**src/rtl/ras_ctrl.sv**
```systemverilog
`default_nettype none
// ============================================================================
// Module   : ras_ctrl
// Purpose  : Return-address-stack controller between fetch predecode and the
//            RAS. Serialises the call/ret flags of a 2-slot fetch packet into
//            push/pop commands (never both in one cycle), forwards the popped
//            return target to next-PC select, and tracks speculative and
//            committed stack depth. After a backend flush it pops surplus
//            wrong-path pushes before accepting new packets.
// Ports    : clk, reset (async, active high)
//            in_valid/in_ready/in_pc/in_slot_valid/in_call/in_ret : packet in
//            ras_push/ras_pop/ras_ret_pc_push/ras_ret_pc_pop      : RAS side
//            pred_valid/pred_slot/pred_target                     : prediction
//            commit_call/commit_ret                               : retirement
//            flush                                                : redirect
// Revision : 1.0 - initial release
// ============================================================================
module ras_ctrl #(
    parameter int RAS_SIZE   = 16,
    parameter int RET_OFFSET = 8
) (
    input  logic        clk,
    input  logic        reset,
    input  logic        in_valid,
    output logic        in_ready,
    input  logic [31:0] in_pc,
    input  logic [1:0]  in_slot_valid,
    input  logic [1:0]  in_call,
    input  logic [1:0]  in_ret,
    output logic        ras_push,
    output logic        ras_pop,
    output logic [31:0] ras_ret_pc_push,
    input  logic [31:0] ras_ret_pc_pop,
    output logic        pred_valid,
    output logic        pred_slot,
    output logic [31:0] pred_target,
    input  logic        commit_call,
    input  logic        commit_ret,
    input  logic        flush
);

    localparam int              c_DW     = $clog2(RAS_SIZE + 1);
    localparam logic [c_DW-1:0] c_MAX    = c_DW'(RAS_SIZE);
    localparam logic [31:0]     c_OFFSET = 32'(RET_OFFSET);

    typedef enum logic [1:0] {
        ST_IDLE   = 2'd0,
        ST_SLOT1  = 2'd1,
        ST_REPAIR = 2'd2
    } state_t;

    state_t          r_state;
    logic [c_DW-1:0] r_spec_depth;
    logic [c_DW-1:0] r_commit_depth;
    logic [31:0]     r_s1_pc;       // slot1 PC held across the SLOT1 cycle
    logic            r_s1_call;     // slot1 is a call (else a ret)

    logic [1:0]      w_ev;
    logic            w_accept;
    logic            w_push;
    logic            w_pop;
    logic [31:0]     w_push_pc;
    logic            w_pred;
    logic            w_pred_slot;
    logic            w_repair_more;
    logic [c_DW-1:0] w_commit_next;
    logic [c_DW-1:0] w_spec_next;

    assign w_ev          = in_slot_valid & (in_call | in_ret);
    assign in_ready      = (r_state == ST_IDLE) & ~flush & ~reset;
    assign w_accept      = in_valid & in_ready;
    assign w_repair_more = (r_spec_depth > r_commit_depth);

    // Command decode. Flush suppresses everything, including pending SLOT1 work.
    always_comb begin
        w_push      = 1'b0;
        w_pop       = 1'b0;
        w_push_pc   = 32'd0;
        w_pred      = 1'b0;
        w_pred_slot = 1'b0;
        if (!flush) begin
            case (r_state)
                ST_IDLE: begin
                    if (w_accept) begin
                        if (w_ev[0]) begin
                            if (in_call[0]) begin
                                w_push    = 1'b1;
                                w_push_pc = in_pc + c_OFFSET;
                            end else begin
                                w_pop  = 1'b1;
                                w_pred = 1'b1;
                            end
                        end else if (w_ev[1]) begin
                            w_pred_slot = 1'b1;
                            if (in_call[1]) begin
                                w_push    = 1'b1;
                                w_push_pc = in_pc + 32'd4 + c_OFFSET;
                            end else begin
                                w_pop  = 1'b1;
                                w_pred = 1'b1;
                            end
                        end
                    end
                end
                ST_SLOT1: begin
                    w_pred_slot = 1'b1;
                    if (r_s1_call) begin
                        w_push    = 1'b1;
                        w_push_pc = r_s1_pc + c_OFFSET;
                    end else begin
                        w_pop  = 1'b1;
                        w_pred = 1'b1;
                    end
                end
                ST_REPAIR: begin
                    w_pop = w_repair_more;
                end
                default: ;
            endcase
        end
    end

    // Outputs are combinational, so reset gates them directly to stop any
    // command the instant reset rises.
    assign ras_push        = w_push & ~reset;
    assign ras_pop         = w_pop & ~reset;
    assign ras_ret_pc_push = reset ? 32'd0 : w_push_pc;
    assign pred_valid      = w_pred & ~reset;
    assign pred_slot       = w_pred_slot & w_pred & ~reset;
    assign pred_target     = (w_pred & ~reset) ? ras_ret_pc_pop : 32'd0;

    // Committed depth; simultaneous call and ret retirement cancel out.
    always_comb begin
        w_commit_next = r_commit_depth;
        if (commit_call && !commit_ret) begin
            if (r_commit_depth < c_MAX) w_commit_next = r_commit_depth + 1'b1;
        end else if (commit_ret && !commit_call) begin
            if (r_commit_depth != '0) w_commit_next = r_commit_depth - 1'b1;
        end
    end

    // Speculative depth. When resyncing, take the post-commit value so both
    // counters agree even if a retirement lands in the same cycle.
    always_comb begin
        w_spec_next = r_spec_depth;
        if (flush) begin
            if (r_spec_depth <= w_commit_next) w_spec_next = w_commit_next;
        end else if (r_state == ST_REPAIR && !w_repair_more) begin
            w_spec_next = w_commit_next;
        end else if (w_push) begin
            if (r_spec_depth < c_MAX) w_spec_next = r_spec_depth + 1'b1;
        end else if (w_pop) begin
            if (r_spec_depth != '0) w_spec_next = r_spec_depth - 1'b1;
        end
    end

    always_ff @(posedge clk or posedge reset) begin
        if (reset) begin
            r_state        <= ST_IDLE;
            r_spec_depth   <= '0;
            r_commit_depth <= '0;
            r_s1_pc        <= 32'd0;
            r_s1_call      <= 1'b0;
        end else begin
            r_spec_depth   <= w_spec_next;
            r_commit_depth <= w_commit_next;
            if (flush) begin
                r_state <= (r_spec_depth > w_commit_next) ? ST_REPAIR : ST_IDLE;
            end else begin
                case (r_state)
                    ST_IDLE: begin
                        if (w_accept && w_ev[0] && w_ev[1]) begin
                            r_state   <= ST_SLOT1;
                            r_s1_pc   <= in_pc + 32'd4;
                            r_s1_call <= in_call[1];
                        end
                    end
                    ST_SLOT1:  r_state <= ST_IDLE;
                    ST_REPAIR: if (!w_repair_more) r_state <= ST_IDLE;
                    default:   r_state <= ST_IDLE;
                endcase
            end
        end
    end

endmodule
`default_nettype wire

```
**config.mk**
```make
export PLATFORM = sky130hd
export DESIGN_NAME = ras_ctrl
export DESIGN_NICKNAME = d
export VERILOG_FILES = /design/src/rtl/ras_ctrl.sv
export SDC_FILE = /design/constraint.sdc
export NUM_CORES = 1
export LEC_CHECK = 0
export BUFFER_PORTS_ARGS = -buffer_cell sky130_fd_sc_hd__buf_2
export CORE_AREA = 10 10 114 116
export DETAILED_ROUTE_END_ITERATION = 16
export DIE_AREA = 0 0 124 126
export PLACE_DENSITY = 0.81
export SLEW_MARGIN = 10
export SYNTH_ARGS = -nofsm -noshare
export SYNTH_HDL_FRONTEND = slang
export SYNTH_SLANG_ARGS = --single-unit
```
**constraint.sdc**
```tcl
create_clock -name clk -period 4.33 [get_ports clk]
set_clock_uncertainty 0.15 [all_clocks]
set_input_delay 0.433 -clock clk [delete_from_list [all_inputs] [get_ports clk]]
set_output_delay 0.433 -clock clk [all_outputs]
set_load 0.05 [all_outputs]
```
==> run metrics, run 1 <==
Setup TNS Final 0 ns; clock network power share approximately 15%; Setup WS post-layout 0.169 ns; Syn. warnings 0; CP endpoint kind primary output; largest net degree at the start of global routing 58; CTS tree yes; area leader, netlist dfrtp_1; layout cells sized above 1 around 22%; clk sinks 45; Vias per Instance a little over 6; sequential area share after synthesis around a fifth; post-CTS sizing 0; Min Hold Slack ~0.18 ns; Tmin final 4.16 ns; Layout fillers slightly above 1000; root buffer cell clkbuf_8; I/O pins 145; Yosys top cell area share approximately a fifth; Worst-path clk slew 0.08 ns; fin crit share around 96%; port bufs 144; unrepaired setup endpoints after global routing false; Max stage delay cell, worst path nor4_1; initial detailed-routing violation count approximately 820; GR peak layer met2; P&R area growth vs syn 14.9%; post-route design area ~6600 sq um; final hold violation count 0; IR drop worst, VDD 0.000192 V; setup bufs post-CTS 0; Mapped Area around 5800 sq um; die height roughly 130 um; Net Sw Frac roughly 44%; # DRC 0; Antenna Cells 0; Reg area 1130 sq um; Post-Place Cell Area 6500 sq um; initial antenna violation count 0; Unique masters post-synth 73; ranking of synthesized cells by area dfrtp_1, xnor2_1, nand2_1; clock latency at the later pin of the worst-skew pair ~0.30 ns; final max-slew violation count 0; Syn Nets between 800 and 900; cell count after synthesis 777; fmax 240 MHz; Critical Path RT between 3 and 4 ns; CTS buffer count 5; Total Wirelength about 19000 um; detailed placement HPWL 15200 um; run status finished clean; Setup CP Type primary input to primary output; max cap viols 0; GP Congestion 0.980; number of synthesized register bits 45; Max Root-Sink Buffers 2; met1 usage 31.2%; CP Max Fanout 6; first-pass GRT wire length between 20000 and 30000 um; crit-path cells buf_2 -> ha_1 -> nand4_1 -> nor3_1 -> xnor2_1 -> nor4_1 -> nand4_1 -> or4_1 -> a31o_2 -> buf_2; Worst Path Arrival around 3.6 ns; Core Area around 11000 sq um; post-synthesis async set-or-reset flop share 100%; H-tree depth 2; Critical Path Start Type primary input; met2 global-route usage ~36%; drt wl/cell 18.3 um; internal power roughly 1.2 mW; combinational power share between 40 and 50%; final setup fails 0; worst slew pin tran between 0.7 and 0.8 ns; PD cells 327 nW/um^2; Initial Util a little over half; most common cell after layout, fill and taps aside buf_2; # rows 38; crit-path max cell delay roughly 0.53 ns; die width roughly 120 um; EDFF count, synth 0; HP Class primary input to async pin; Layout Utilization between 60% and 70%; nets 996; remaining global-route overflow 0; Total GRT Usage a little under a quarter; top_reg_cell synth dfrtp_1; relative slew slack between 40% and 50%; number of global-route vias before repair between 5000 and 6000; grt met3 use around 4.4%; via count 6455; commonest cells after routing, fill and taps aside buf_2, nand2_1, nor2_1; multi-input logic area between 4000 and 5000 sq um; sequential power share a little over a third; cts hold-fix bufs 0; Psw around 0.96 mW; ANT nets after route 0; DIE AREA between 15000 and 20000 sq um; pre-CTS setup slack ~0.26 ns; TritonRoute pass-1 iters 6; Synth Area per Inst around 7.4 sq um; Static Leak 2.86 nW
layer usage:
metal  part of all wire (%)  wire length [um]
met1                     41              7870
met2                     44              8390
met3                     13              2430
met4                    2.0               374
met5                      0                 0
Yosys cell counts, types with 3 or more instances:
library cell and n:
nand2_1 91, nor2_1 73, xnor2_1 55, o21ai_0 53
dfrtp_1 45, and2_1 42, clkbuf_1 30, xor2_1 28
nand4_1 27, nand3_1 26, inv_1 25, a21oi_1 23
a22oi_1 22, nor3_1 20, ha_1 19, nor4_1 18
o22ai_1 18, clkbuf_8 11, and3_1 10, o21a_1 10
or3_1 10, and4_1 9, or4_1 9, o32ai_1 7
o31a_1 6, a31oi_1 5, a211oi_1 4, mux2_2 4
nor2b_1 4, o211ai_1 4, o31ai_1 4, a211o_1 3
a2bb2oi_1 3, and4_2 3, nand3b_1 3, or2_2 3
cell type report:
class / count / area share, %
Inverter: 25 / 1.42
Sequential cell: 45 / 17.0
Clock buffer: 5 / 1.04
Tap cell: 140 / 2.65
Clock inverter: 3 / 0.699
Multi-Input combinational cell: 659 / 64.0
Timing Repair Buffer: 164 / 13.2
state kept, by name (all words and copies together), names as in the netlist:
signal / count
r_s1_call: 1
r_spec_depth: 5
r_state: 2
r_commit_depth: 5
r_s1_pc: 32
logic make-up after synthesis:
logic type,share of synthesized area (%)
flops,19.5
buf+inv,7.01
mux,1.13
simple gates,33.7
compound gates,21.6
xor+xnor,12.6
fa+ha+maj,4.47
critical path, delay by kind of cell:
family	cells	cell delay (ns)
AO/OA/AOI/OAI	1	0.24
XOR/XNOR	1	0.21
adder cells (fa/ha/maj)	1	0.28
buffers and inverters	2	0.36
AND/OR/NAND/NOR	5	2.06
power by group through the flow:
stage / registers [mW] / logic (mW) / clock network [mW]
after floorplan: 0.706 / 0.841 / 0
after global placement: 0.759 / 1.03 / 0
after detailed placement: 0.763 / 1.05 / 0
after CTS: 0.756 / 1.07 / 0.333
after global routing: 0.784 / 1.22 / 0.351
final: 0.764 / 1.08 / 0.325
metrics by stage:
| stage | instances | power, mW |
|---|---|---|
| floorplan | 777 | 1.55 |
| CTS | 1041 | 2.15 |
| detailed placement | 1033 | 1.82 |
| finish | 1041 | 2.17 |
| global route | 1041 | 2.36 |
| global placement | 1033 | 1.79 |
final timing paths:
check                             startpoint  slack [ns]                  end  cells after the start
setup / recovery                    in_pc[4]        0.17  ras_ret_pc_push[24]                     10
hold / removal                         reset        0.18           r_state[1]                      3
setup reg to reg           r_commit_depth[0]        0.53      r_spec_depth[2]                     14
hold reg to reg                   r_s1_pc[0]        0.34           r_s1_pc[0]                      2
max in group asynchronous              reset        3.42      r_spec_depth[2]                      3
min in group clk                    in_pc[0]        0.20           r_s1_pc[0]                      3
No activity file was read; power rests on OpenSTA's default activity.
==> run 2: changes to the inputs <==
--- a/config.mk
+++ b/config.mk
@@ -6,9 +6,10 @@
 export NUM_CORES = 1
 export LEC_CHECK = 0
-export BUFFER_PORTS_ARGS = -buffer_cell sky130_fd_sc_hd__buf_2
 export CORE_AREA = 10 10 114 116
 export DETAILED_ROUTE_END_ITERATION = 16
 export DIE_AREA = 0 0 124 126
-export PLACE_DENSITY = 0.81
+export DONT_BUFFER_PORTS = 1
+export MAX_ROUTING_LAYER = met4
+export PLACE_DENSITY = 0.69
 export SLEW_MARGIN = 10
 export SYNTH_ARGS = -nofsm -noshare
==> constraint.sdc (replaced) <==
create_clock -name clk -period 4.33 [get_ports clk]
set_clock_uncertainty 0.15 [all_clocks]
set_input_delay 0.866 -clock clk [delete_from_list [all_inputs] [get_ports clk]]
set_output_delay 0.866 -clock clk [all_outputs]
set_load 0.05 [all_outputs]
==> run 2 against run 1 <==
- the run now ends with setup timing left
- cell count down 2.7%
- setup slack worse by 0.17 ns
- routed wire length up 15%
- cell area up 16%
- sequential cell count unchanged
- first-iteration DRC count down 12%
- power down 0.39%
- clock power down 19%
- register-to-register slack better by 0.30 ns
- non-clock buffer count down 29
- utilization up 9.8 points
- largest cell class unchanged
==> run metrics, run 2 (synthesis gave the netlist of run 1 again) <==
Setup WS post-layout -0.00492 ns (-0.174 ns); final setup fails 1 (+1); CP endpoint kind primary output; Min Hold Slack 0.342 ns (+0.161 ns); commonest cells after routing, fill and taps aside nand2_1, buf_4, nor2_1; final hold violation count 0 (unchanged); largest net degree at the start of global routing 58 (unchanged); # rows 38 (unchanged); number of global-route vias before repair 6232 (+7.9%); Total GRT Usage 27.4% (+4.4 points); initial antenna violation count 1 (+1); Finished Layout Cells 1013 (-2.7%); Tmin final 4.33 ns (+0.174 ns); fmax 231 MHz (-4.0%); run status finished with violations; first-pass GRT wire length 33600 um (+13%); Top Registers r_s1_pc x32, r_commit_depth x5, r_spec_depth x5; P&R area growth vs syn 33.2%; relative slew slack 48.7% (+0.18 points); drt wl/cell 21.7 um (+18%); H-tree depth 2 (unchanged); Critical Path Start Type primary input; IR drop worst, VDD 0.000302 V (+57%); I/O pins 145 (unchanged); CP Max Fanout 10 (+4); Vias per Instance 6.42 (+3.5%); GP Congestion 1.01 (+2.7%); detailed placement HPWL 17800 um (+17%); CTS tree yes; initial detailed-routing violation count 725 (-12%); Core Area 10700 sq um (unchanged); crit-path cells ha_4 -> nand3_4 -> or4_4 -> or4_4 -> a2bb2oi_2 -> or4b_4 -> or4_4 -> nand3_4; Post-Place Cell Area 7360 sq um (+13%); Initial Util 53.9% (unchanged); Setup CP Type primary input to primary output; flip-flop count of the largest register after layout 32 (unchanged); via count 6499 (+0.68%); Worst-path clk slew 0.08 ns (about the same); dpl cells 1001 (-3.1%); root buffer cell clkbuf_8; HP Class register to register; Max Root-Sink Buffers 2 (unchanged); Worst Path Arrival 3.32 ns (-0.26 ns); post-route design area 7670 sq um (+16%); # DRC 0 (unchanged); layout cells sized above 1 24.5% (+2.2 points); clk sinks 45 (unchanged); die height 126 um (unchanged); Largest Register r_s1_pc; CTS buffer count 5 (unchanged); Critical Path RT 3.31 ns (-0.44 ns); PD cells 281 nW/um^2 (-14%); Total Wirelength 21900 um (+15%); port bufs 0 (-100%); failing checks setup timing; max cap viols 0 (unchanged); worst slew pin tran 0.768 ns (+0.00106 ns); final max-slew violation count 0 (unchanged); DIE AREA 15600 sq um (unchanged); fin crit share 100% (+4.0 points); Most common cell on crit path or4_4; Setup TNS Final -0.00492 ns (-0.00492 ns); unrepaired setup endpoints after global routing true; Static Leak 2.97 nW (+4.0%); TritonRoute pass-1 iters 6 (unchanged); ANT nets after route 0 (unchanged); clock latency at the later pin of the worst-skew pair 0.30 ns (about the same); die width 124 um (unchanged); cts hold-fix bufs 0 (unchanged); Max stage delay cell, worst path or4_4; crit-path max cell delay 0.50 ns (-0.03 ns); Power Total 2.16 mW (-0.39%); nets 968 (-2.8%); remaining global-route overflow 0 (unchanged)
## run 2: path summary, 6_finish.rpt
check	endpoint	slack, ns	startpoint	cells past startpoint
min	r_s1_pc[1]	0.34	r_s1_pc[1]	2
max reg2reg	r_spec_depth[2]	0.83	r_commit_depth[0]	14
max in group asynchronous	r_commit_depth[1]	3.15	reset	2
min in group asynchronous	r_s1_pc[16]	0.48	reset	2
min reg2reg	r_s1_pc[1]	0.34	r_s1_pc[1]	2
max	ras_ret_pc_push[31]	-0.005	in_pc[2]	8
## run 2: per-stage QoR
| stage | setup slack, ns | utilization, % |
|---|---|---|
| detailed placement | -0.0792 | 68.8 |
| floorplan | -0.0848 | - |
| global placement | -0.0578 | 68.8 |
| global route | -0.0921 | 71.7 |
| CTS | -0.00769 | 70.1 |
| finish | -0.00492 | 71.7 |
## run 2: critical path: cells and delay by family
kind	cells	cell delay (ns)
AOI/OAI and AO/OA	1	0.15
adders and majority gates	1	0.13
and+or+nand+nor	6	2.16
## run 2: repair_timing
item,in CTS,in global routing
gates cloned,0,1
pin swaps,2,19
resized for setup,8,26
endpoints found under the setup margin,8,11
setup buffers,0,3
## run 2: layer usage
| layer | global-route usage, % | share of wire [%] | up-vias |
|---|---|---|---|
| li1 | - | - | 3030 |
| met1 | 34.7 | 41 | 3058 |
| met2 | 41.9 | 46 | 359 |
| met3 | 5.05 | 9.9 | 52 |
| met4 | 10.9 | 3.3 | 0 |
| met5 | - | 0 | - |
## run 2: report_power, final
part	internal (mW)	switching, mW
clock network	0.127	0.137
logic	0.512	0.612
registers	0.569	0.200
total	1.21	0.950
## run 2: final cells by class
class / instances / area, sq um
clock buffer: 7 / 86.3
sequential: 45 / 1130
antenna: 1 / 2.50
fill: 852 / 3020
inverter: 25 / 97.6
multi-input combinational: 660 / 4630
timing repair buffer: 135 / 1550
tap: 140 / 175
